==> config.mk <==
export PLATFORM = sky130hd
export DESIGN_NAME = regfile_multiport
export DESIGN_NICKNAME = d
export VERILOG_FILES = /design/src/rtl/regfile_multiport_pkg.sv /design/src/rtl/regfile_multiport_scoreboard.sv /design/src/rtl/regfile_multiport.sv
export SDC_FILE = /design/constraint.sdc
export NUM_CORES = 2
export LEC_CHECK = 0
export BUFFER_PORTS_ARGS = -buffer_cell sky130_fd_sc_hd__buf_4
export CAP_MARGIN = 20
export CORE_ASPECT_RATIO = 0.9
export CORE_MARGIN = 2
export CORE_UTILIZATION = 33
export DETAILED_ROUTE_END_ITERATION = 16
export PLACE_DENSITY = 0.45
export SLEW_MARGIN = 20
export SYNTH_ARGS = -nofsm -noshare
export SYNTH_HDL_FRONTEND = slang
export SYNTH_SLANG_ARGS = --single-unit
export TNS_END_PERCENT = 30
==> constraint.sdc <==
create_clock -name clk -period 20.6 [get_ports clk]
set_clock_uncertainty 0.1 [all_clocks]
set_input_delay 4.12 -clock clk [delete_from_list [all_inputs] [get_ports clk]]
set_output_delay 4.12 -clock clk [all_outputs]
set_load 0.05 [all_outputs]
==> src/rtl/regfile_multiport_pkg.sv <==
// ============================================================================
// Module      : regfile_multiport_pkg
// Description : Shared constants for the multi-port register file: the ISA
//               data width and register-file address width used as parameter
//               defaults, and the hardwired zero-register address.
// Revision    : 1.0 - initial release
// ============================================================================
`default_nettype none

package regfile_multiport_pkg;

  // Architectural data width of the integer register file.
  localparam int ISA_XLEN      = 32;

  // Register-file address width (32 architectural registers).
  localparam int RF_ADDR_WIDTH = 5;

  // Address of the hardwired zero register.
  localparam int REG_ZERO      = 0;

endpackage : regfile_multiport_pkg

`default_nettype wire

==> src/rtl/regfile_multiport_scoreboard.sv <==
// ============================================================================
// Module      : regfile_scoreboard
// Description : Per-register busy scoreboard for pipeline hazard detection.
//               Issue sets a busy bit, committed writebacks clear it; when
//               both hit the same register in one cycle the set wins because
//               the newly issued producer supersedes the old one. Also keeps
//               a registered popcount of the busy vector.
// Ports       : clk, rst_n           clock / synchronous active-high reset
//               wr0_commit_i/addr_i  write port 0 commit and address
//               wr1_commit_i/addr_i  write port 1 commit and address
//               issue_en_i/addr_i    issue marking of a destination register
//               busy_o               busy bit vector (bit 0 always 0)
//               busy_count_o         number of busy registers
// Revision    : 1.0 - initial release
// ============================================================================
`default_nettype none

module regfile_scoreboard
  import regfile_multiport_pkg::*;
#(
  parameter int ADDR_WIDTH = RF_ADDR_WIDTH
) (
  input  logic                    clk,
  input  logic                    rst_n,
  input  logic                    wr0_commit_i,
  input  logic [ADDR_WIDTH-1:0]   wr0_addr_i,
  input  logic                    wr1_commit_i,
  input  logic [ADDR_WIDTH-1:0]   wr1_addr_i,
  input  logic                    issue_en_i,
  input  logic [ADDR_WIDTH-1:0]   issue_addr_i,
  output logic [2**ADDR_WIDTH-1:0] busy_o,
  output logic [ADDR_WIDTH:0]     busy_count_o
);

  localparam int DEPTH = 2**ADDR_WIDTH;

  logic [DEPTH-1:0]    busy_q;
  logic [DEPTH-1:0]    busy_d;
  logic [ADDR_WIDTH:0] busy_count_q;
  logic [ADDR_WIDTH:0] busy_count_d;

  // Clears are applied first and the issue set last, so set wins on a
  // same-address collision. Setting an already-busy bit is idempotent and
  // clearing an idle bit is harmless, so the popcount can never double-count
  // or underflow.
  always_comb begin
    busy_d = busy_q;
    if (wr0_commit_i) begin
      busy_d[wr0_addr_i] = 1'b0;
    end
    if (wr1_commit_i) begin
      busy_d[wr1_addr_i] = 1'b0;
    end
    if (issue_en_i && (int'(issue_addr_i) != REG_ZERO)) begin
      busy_d[issue_addr_i] = 1'b1;
    end
    busy_d[REG_ZERO] = 1'b0;
  end

  // Count is taken from next-state bits so it tracks the busy vector in the
  // same cycle rather than lagging it by one.
  always_comb begin
    busy_count_d = '0;
    for (int i = 0; i < DEPTH; i++) begin
      busy_count_d = busy_count_d + {{ADDR_WIDTH{1'b0}}, busy_d[i]};
    end
  end

  always_ff @(posedge clk) begin
    if (rst_n) begin
      busy_q       <= '0;
      busy_count_q <= '0;
    end else begin
      busy_q       <= busy_d;
      busy_count_q <= busy_count_d;
    end
  end

  assign busy_o       = busy_q;
  assign busy_count_o = busy_count_q;

endmodule : regfile_scoreboard

`default_nettype wire

==> src/rtl/regfile_multiport.sv <==
// ============================================================================
// Module      : regfile_multiport
// Description : Parametrised register file with NUM_READ combinational read
//               ports, two prioritised write ports (wr1 wins), a hardwired
//               zero register and a busy scoreboard for hazard detection.
//               Optional macro REGFILE_BYPASS_EN forwards same-cycle write
//               data (wr1 over wr0) to the read ports; when undefined, writes
//               become visible on the cycle after they commit.
// Ports       : clk, rst_n         clock / synchronous reset (active-high)
//               wr0_en/addr/data   write port 0 (WB stage)
//               wr1_en/addr/data   write port 1 (early writeback)
//               issue_en/addr      destination marking at issue
//               rd_addr            packed read addresses, ADDR_WIDTH per port
//               rd_data            packed read data, DATA_WIDTH per port
//               rd_busy            busy flag per read port
//               busy_count         number of busy registers
// Revision    : 1.0 - initial release
// ============================================================================
`default_nettype none

module regfile_multiport
  import regfile_multiport_pkg::*;
#(
  parameter int DATA_WIDTH = ISA_XLEN,
  parameter int ADDR_WIDTH = RF_ADDR_WIDTH,
  parameter int NUM_READ   = 2
) (
  input  logic                           clk,
  input  logic                           rst_n,
  input  logic                           wr0_en,
  input  logic [ADDR_WIDTH-1:0]          wr0_addr,
  input  logic [DATA_WIDTH-1:0]          wr0_data,
  input  logic                           wr1_en,
  input  logic [ADDR_WIDTH-1:0]          wr1_addr,
  input  logic [DATA_WIDTH-1:0]          wr1_data,
  input  logic                           issue_en,
  input  logic [ADDR_WIDTH-1:0]          issue_addr,
  input  logic [NUM_READ*ADDR_WIDTH-1:0] rd_addr,
  output logic [NUM_READ*DATA_WIDTH-1:0] rd_data,
  output logic [NUM_READ-1:0]            rd_busy,
  output logic [ADDR_WIDTH:0]            busy_count
);

  localparam int DEPTH = 2**ADDR_WIDTH;

  logic                  w_wr0_commit;
  logic                  w_wr1_commit;
  logic [DEPTH-1:0]      w_busy;
  logic [DATA_WIDTH-1:0] mem_q [DEPTH];

  // A write to the zero register is not a commit: it neither stores data
  // nor clears busy state.
  assign w_wr0_commit = wr0_en && (int'(wr0_addr) != REG_ZERO);
  assign w_wr1_commit = wr1_en && (int'(wr1_addr) != REG_ZERO);

  // wr1 is assigned last so it wins a same-address collision.
  always_ff @(posedge clk) begin
    if (rst_n) begin
      for (int i = 0; i < DEPTH; i++) begin
        mem_q[i] <= '0;
      end
    end else begin
      if (w_wr0_commit) begin
        mem_q[wr0_addr] <= wr0_data;
      end
      if (w_wr1_commit) begin
        mem_q[wr1_addr] <= wr1_data;
      end
    end
  end

  regfile_scoreboard #(
    .ADDR_WIDTH (ADDR_WIDTH)
  ) u_scoreboard (
    .clk          (clk),
    .rst_n        (rst_n),
    .wr0_commit_i (w_wr0_commit),
    .wr0_addr_i   (wr0_addr),
    .wr1_commit_i (w_wr1_commit),
    .wr1_addr_i   (wr1_addr),
    .issue_en_i   (issue_en),
    .issue_addr_i (issue_addr),
    .busy_o       (w_busy),
    .busy_count_o (busy_count)
  );

  for (genvar k = 0; k < NUM_READ; k++) begin : g_read
    logic [ADDR_WIDTH-1:0] w_addr;
    logic [DATA_WIDTH-1:0] w_data;
    logic                  w_busy_rd;

    assign w_addr = rd_addr[k*ADDR_WIDTH +: ADDR_WIDTH];

    always_comb begin
      w_data    = mem_q[w_addr];
      w_busy_rd = w_busy[w_addr];
`ifdef REGFILE_BYPASS_EN
      // Commit signals already exclude the zero register, so r0 is never
      // forwarded. wr1 is checked last to take priority over wr0.
      if (w_wr0_commit && (wr0_addr == w_addr)) begin
        w_data = wr0_data;
      end
      if (w_wr1_commit && (wr1_addr == w_addr)) begin
        w_data = wr1_data;
      end
      // A committing write resolves the hazard this cycle unless a new
      // producer for the same register is issuing alongside it.
      if (((w_wr0_commit && (wr0_addr == w_addr)) ||
           (w_wr1_commit && (wr1_addr == w_addr))) &&
          !(issue_en && (issue_addr == w_addr))) begin
        w_busy_rd = 1'b0;
      end
`endif
      if (int'(w_addr) == REG_ZERO) begin
        w_data    = '0;
        w_busy_rd = 1'b0;
      end
    end

    assign rd_data[k*DATA_WIDTH +: DATA_WIDTH] = w_data;
    assign rd_busy[k]                          = w_busy_rd;
  end : g_read

endmodule : regfile_multiport

`default_nettype wire

==> results.md <==
* RSZ-0062 raised after global routing: no
* Synth Area in Compound Gates at 19.5%
* Sinks on Clock Net at 1,061
* Largest area contributor in the netlist: edfxtp_1
* HPWL after detailed placement at 159,000 um
* Crit path to: rd_data[2]
* Gates resized, CTS repair at 0
* CP endpoint kind: output port
* Netlist cell types at 57
* Power Dens Cells at 82.2 nW/um^2
* Vias in the first global route at 45.2k
* Post-synthesis sequential area ratio at 51.5%
* YS warnings at 0
* Final setup fails at 0
* Mapped cell area at 61,100 sq um
* Iter 0 DRT Violations at 6,220
* Setup Total Neg Slack at 0 ns
* Final Cycle Share at 60.6%
* Num CTS Buffers at 132
* Via density at 6.97
* Antenna violations before repair at 16
* Worst setup SP type: input pin
* Largest net degree at the start of global routing at 86
* Synth top area share at 50.3%
* Area contributors post-synth: edfxtp_1 50%, mux4_2 17%, a22o_1 14%
* Synth-to-layout area growth at 12.5%
* Post-CTS Setup Bufs at 0
* Minimum hold slack at 0.495 ns
* WL/cell at 45.8 um
* Final hold vios at 0
* R2R Setup Slk at 15.25 ns
* Met3 Usage GRT at 7.09%
* Critical Path RT at 16.38 ns
* Xor and xnor area share after synthesis at 0.0430%
* Leak pwr at 22.8 nW
* First-pass GRT wire length at 404,000 um
* Row count at 149
* Pins Over Slew Limit at 0
* Post-synth ARST share at 0%
* DRT Pass-1 Iters at 6
* CTS tree: built
* EDFF count, synth at 1,024
* Max stage delay on crit path at 0.94 ns
* Fillers at 17.1k
* Worst Path Arrival at 8.26 ns
* Final WL at 301,000 um
* Core area at 184,000 sq um
* Post-DRT Antenna Nets at 0
* Post-synthesis adder-cell area fraction at 0.938%
* Crit path from: rd_addr[2]
* Max-capacitance violation count at 0
* IO Pins at 166
* DRC viols at 0
* Hold Crit Class: reg -> reg
* Die area at 189,000 sq um
* Post-Synthesis Cells at 4,187
* Overflow left after global routing at 0
* Die Width at 458 um
* Simple-gate share of the synthesized area at 3.16%
* H-tree depth at 4
* Die H at 412 um
* Crit-path cells: buf_8, buf_4, buf_4, mux2i_1, a221oi_1, o21ai_0, a311oi_1, buf_4
* Number of synthesized register bits at 1,061
* Via Count at 45.8k
* GR Util met1 at 41.3%
* Synth Area per Inst at 14.6 sq um
* Port bufs at 165
* Peak Freq at 80.1 MHz
* Fraction of layout cells with a size suffix above 1 at 27.4%
* CP max FO at 74
* CP dominant cell by count: buf_4
* Starting density of the core at 33.3%
* Mux share of post-synthesis cell area at 20.4%
* Maximum vdd drop at 0.0000849 V
* Reg-to-reg endpoint: u_scoreboard.busy_count_o[4]$_SDFF_PP0_
* Max clock buf depth at 3
* Top Usage Layer GRT: met2
* Status: complete, no violations
* Tightest Pin Transition at 1.18 ns
* All-Layer GR Usage at 31.3%
* NumNets Final at 4,166
* Path depth of the worst reg2reg path at 16
* Clk_lat worst skew at 0.79 ns
* Root Driver: clkbuf_16
* Grt met2 use at 48.2%
* Hold Crit Depth at 2
* R2R Path Start: u_scoreboard.busy_o[1]$_SDFF_PP0_
* Kind of critical path: in -> out
* Clk slew on worst S/H paths at 0.06 ns
* Placer Congestion at 0.826
* CTS Hold Bufs at 0
* Slowest cell on crit path: a311oi_1
* Top_reg_cell synth: edfxtp_1
* Worst slew margin at 21.5%
* Largest family of logic cells by synthesized area: multiplexers
* Minimum clock period at 12.48 ns
## sequential cells by signal, indices dropped and copies added (netlist names)
signal and flops:
mem_q 1024, u_scoreboard.busy_o 31, u_scoreboard.busy_count_o 6
## worst max-delay path, delay by kind of cell
kind / cells / cell delay (ns)
buffers and inverters: 4 / 2.39
AOI/OAI and AO/OA: 3 / 1.43
muxes: 1 / 0.17
## cell usage after synthesis (7+ instances only)
cell type  count
nor3b_1       16
mux2_2        68
nor2_1        66
o21ai_0      115
ha_1           9
mux4_2       460
edfxtp_1    1024
nand3_1       18
a22oi_1       88
nor2b_1       78
a22o_1      1002
a32oi_1       17
mux2i_1      132
nor3b_2       12
dfxtp_1       37
o2111ai_1     17
fa_1          23
and4b_1        7
nand2_1       96
buf_2        180
a311oi_1      66
a221oi_1      50
and2_1        13
clkbuf_1     437
a211oi_1      64
inv_1         23
## where the power goes
| part | internal, mW | switching (mW) |
|---|---|---|
| Sequential | 2.50 | 0.0638 |
| Clock | 1.24 | 0.984 |
| Combinational | 0.291 | 0.564 |
## cell families (layout without fill, tap and decap cells)
kind of cell,after synthesis,in the layout
AO/OA/AOI/OAI,1434,1434
XOR/XNOR,3,3
adder cells (fa/ha/maj),32,32
buffers and inverters,651,567
flip-flops,1061,1061
multiplexers,660,660
other,1,45
AND/OR/NAND/NOR,345,345
## placed cells by master (no fill, tap or decap), drive strengths merged, types with 14 or more instances in the layout
| master | count |
|---|---|
| a211oi | 65 |
| a221oi | 50 |
| a22o | 1002 |
| a22oi | 88 |
| a311oi | 66 |
| a32oi | 17 |
| and2 | 14 |
| buf | 316 |
| clkbuf | 167 |
| clkinv | 51 |
| conb | 32 |
| dfxtp | 37 |
| edfxtp | 1024 |
| fa | 23 |
| inv | 30 |
| mux2 | 68 |
| mux2i | 132 |
| mux4 | 460 |
| nand2 | 96 |
| nand3 | 18 |
| nor2 | 66 |
| nor2b | 78 |
| nor3b | 28 |
| o2111ai | 17 |
| o21ai | 116 |
## through the flow
stage	worst slack, ns	instance area (sq um)	util (%)	instances	power (mW)
floorplan	9.81	61200	-	4218	3.10
global placement	8.09	64700	35.2	6320	3.45
detailed placement	8.11	64700	35.2	6321	3.45
CTS	8.11	68600	37.4	6549	5.65
global route	7.97	68700	37.4	6557	5.78
finish	8.12	68700	37.4	6563	5.65
## worst min path at each step
stage,startpoint,to
after CTS,u_scoreboard.busy_o[15]$_SDFF_PP0_,u_scoreboard.busy_o[15]$_SDFF_PP0_
after global routing,u_scoreboard.busy_o[27]$_SDFF_PP0_,u_scoreboard.busy_o[27]$_SDFF_PP0_
final,u_scoreboard.busy_o[15]$_SDFF_PP0_,u_scoreboard.busy_o[15]$_SDFF_PP0_
after detailed placement,u_scoreboard.busy_o[25]$_SDFF_PP0_,u_scoreboard.busy_o[25]$_SDFF_PP0_
after global placement,u_scoreboard.busy_o[25]$_SDFF_PP0_,u_scoreboard.busy_o[25]$_SDFF_PP0_
after floorplan,u_scoreboard.busy_o[25]$_SDFF_PP0_,u_scoreboard.busy_o[25]$_SDFF_PP0_
## metal layers
layer,part of all wire (%),up-vias
met1,40,24600
met5,0.0093,-
li1,-,17400
met4,5.5,6
met2,45,2958
met3,9.4,751
## layout make-up
| class | instances | area, sq um | share of cell area, % |
|---|---|---|---|
| Antenna cell | 13 | 32.5 | 0.0474 |
| Multi-Input combinational cell | 2506 | 27700 | 40.3 |
| Inverter | 23 | 91.3 | 0.133 |
| Timing Repair Buffer | 316 | 2460 | 3.58 |
| Clock buffer | 167 | 3550 | 5.17 |
| Tap cell | 2416 | 3020 | 4.40 |
| Clock inverter | 61 | 393 | 0.572 |
| Sequential cell | 1061 | 31500 | 45.8 |
No activity file was read; power rests on OpenSTA's default activity.
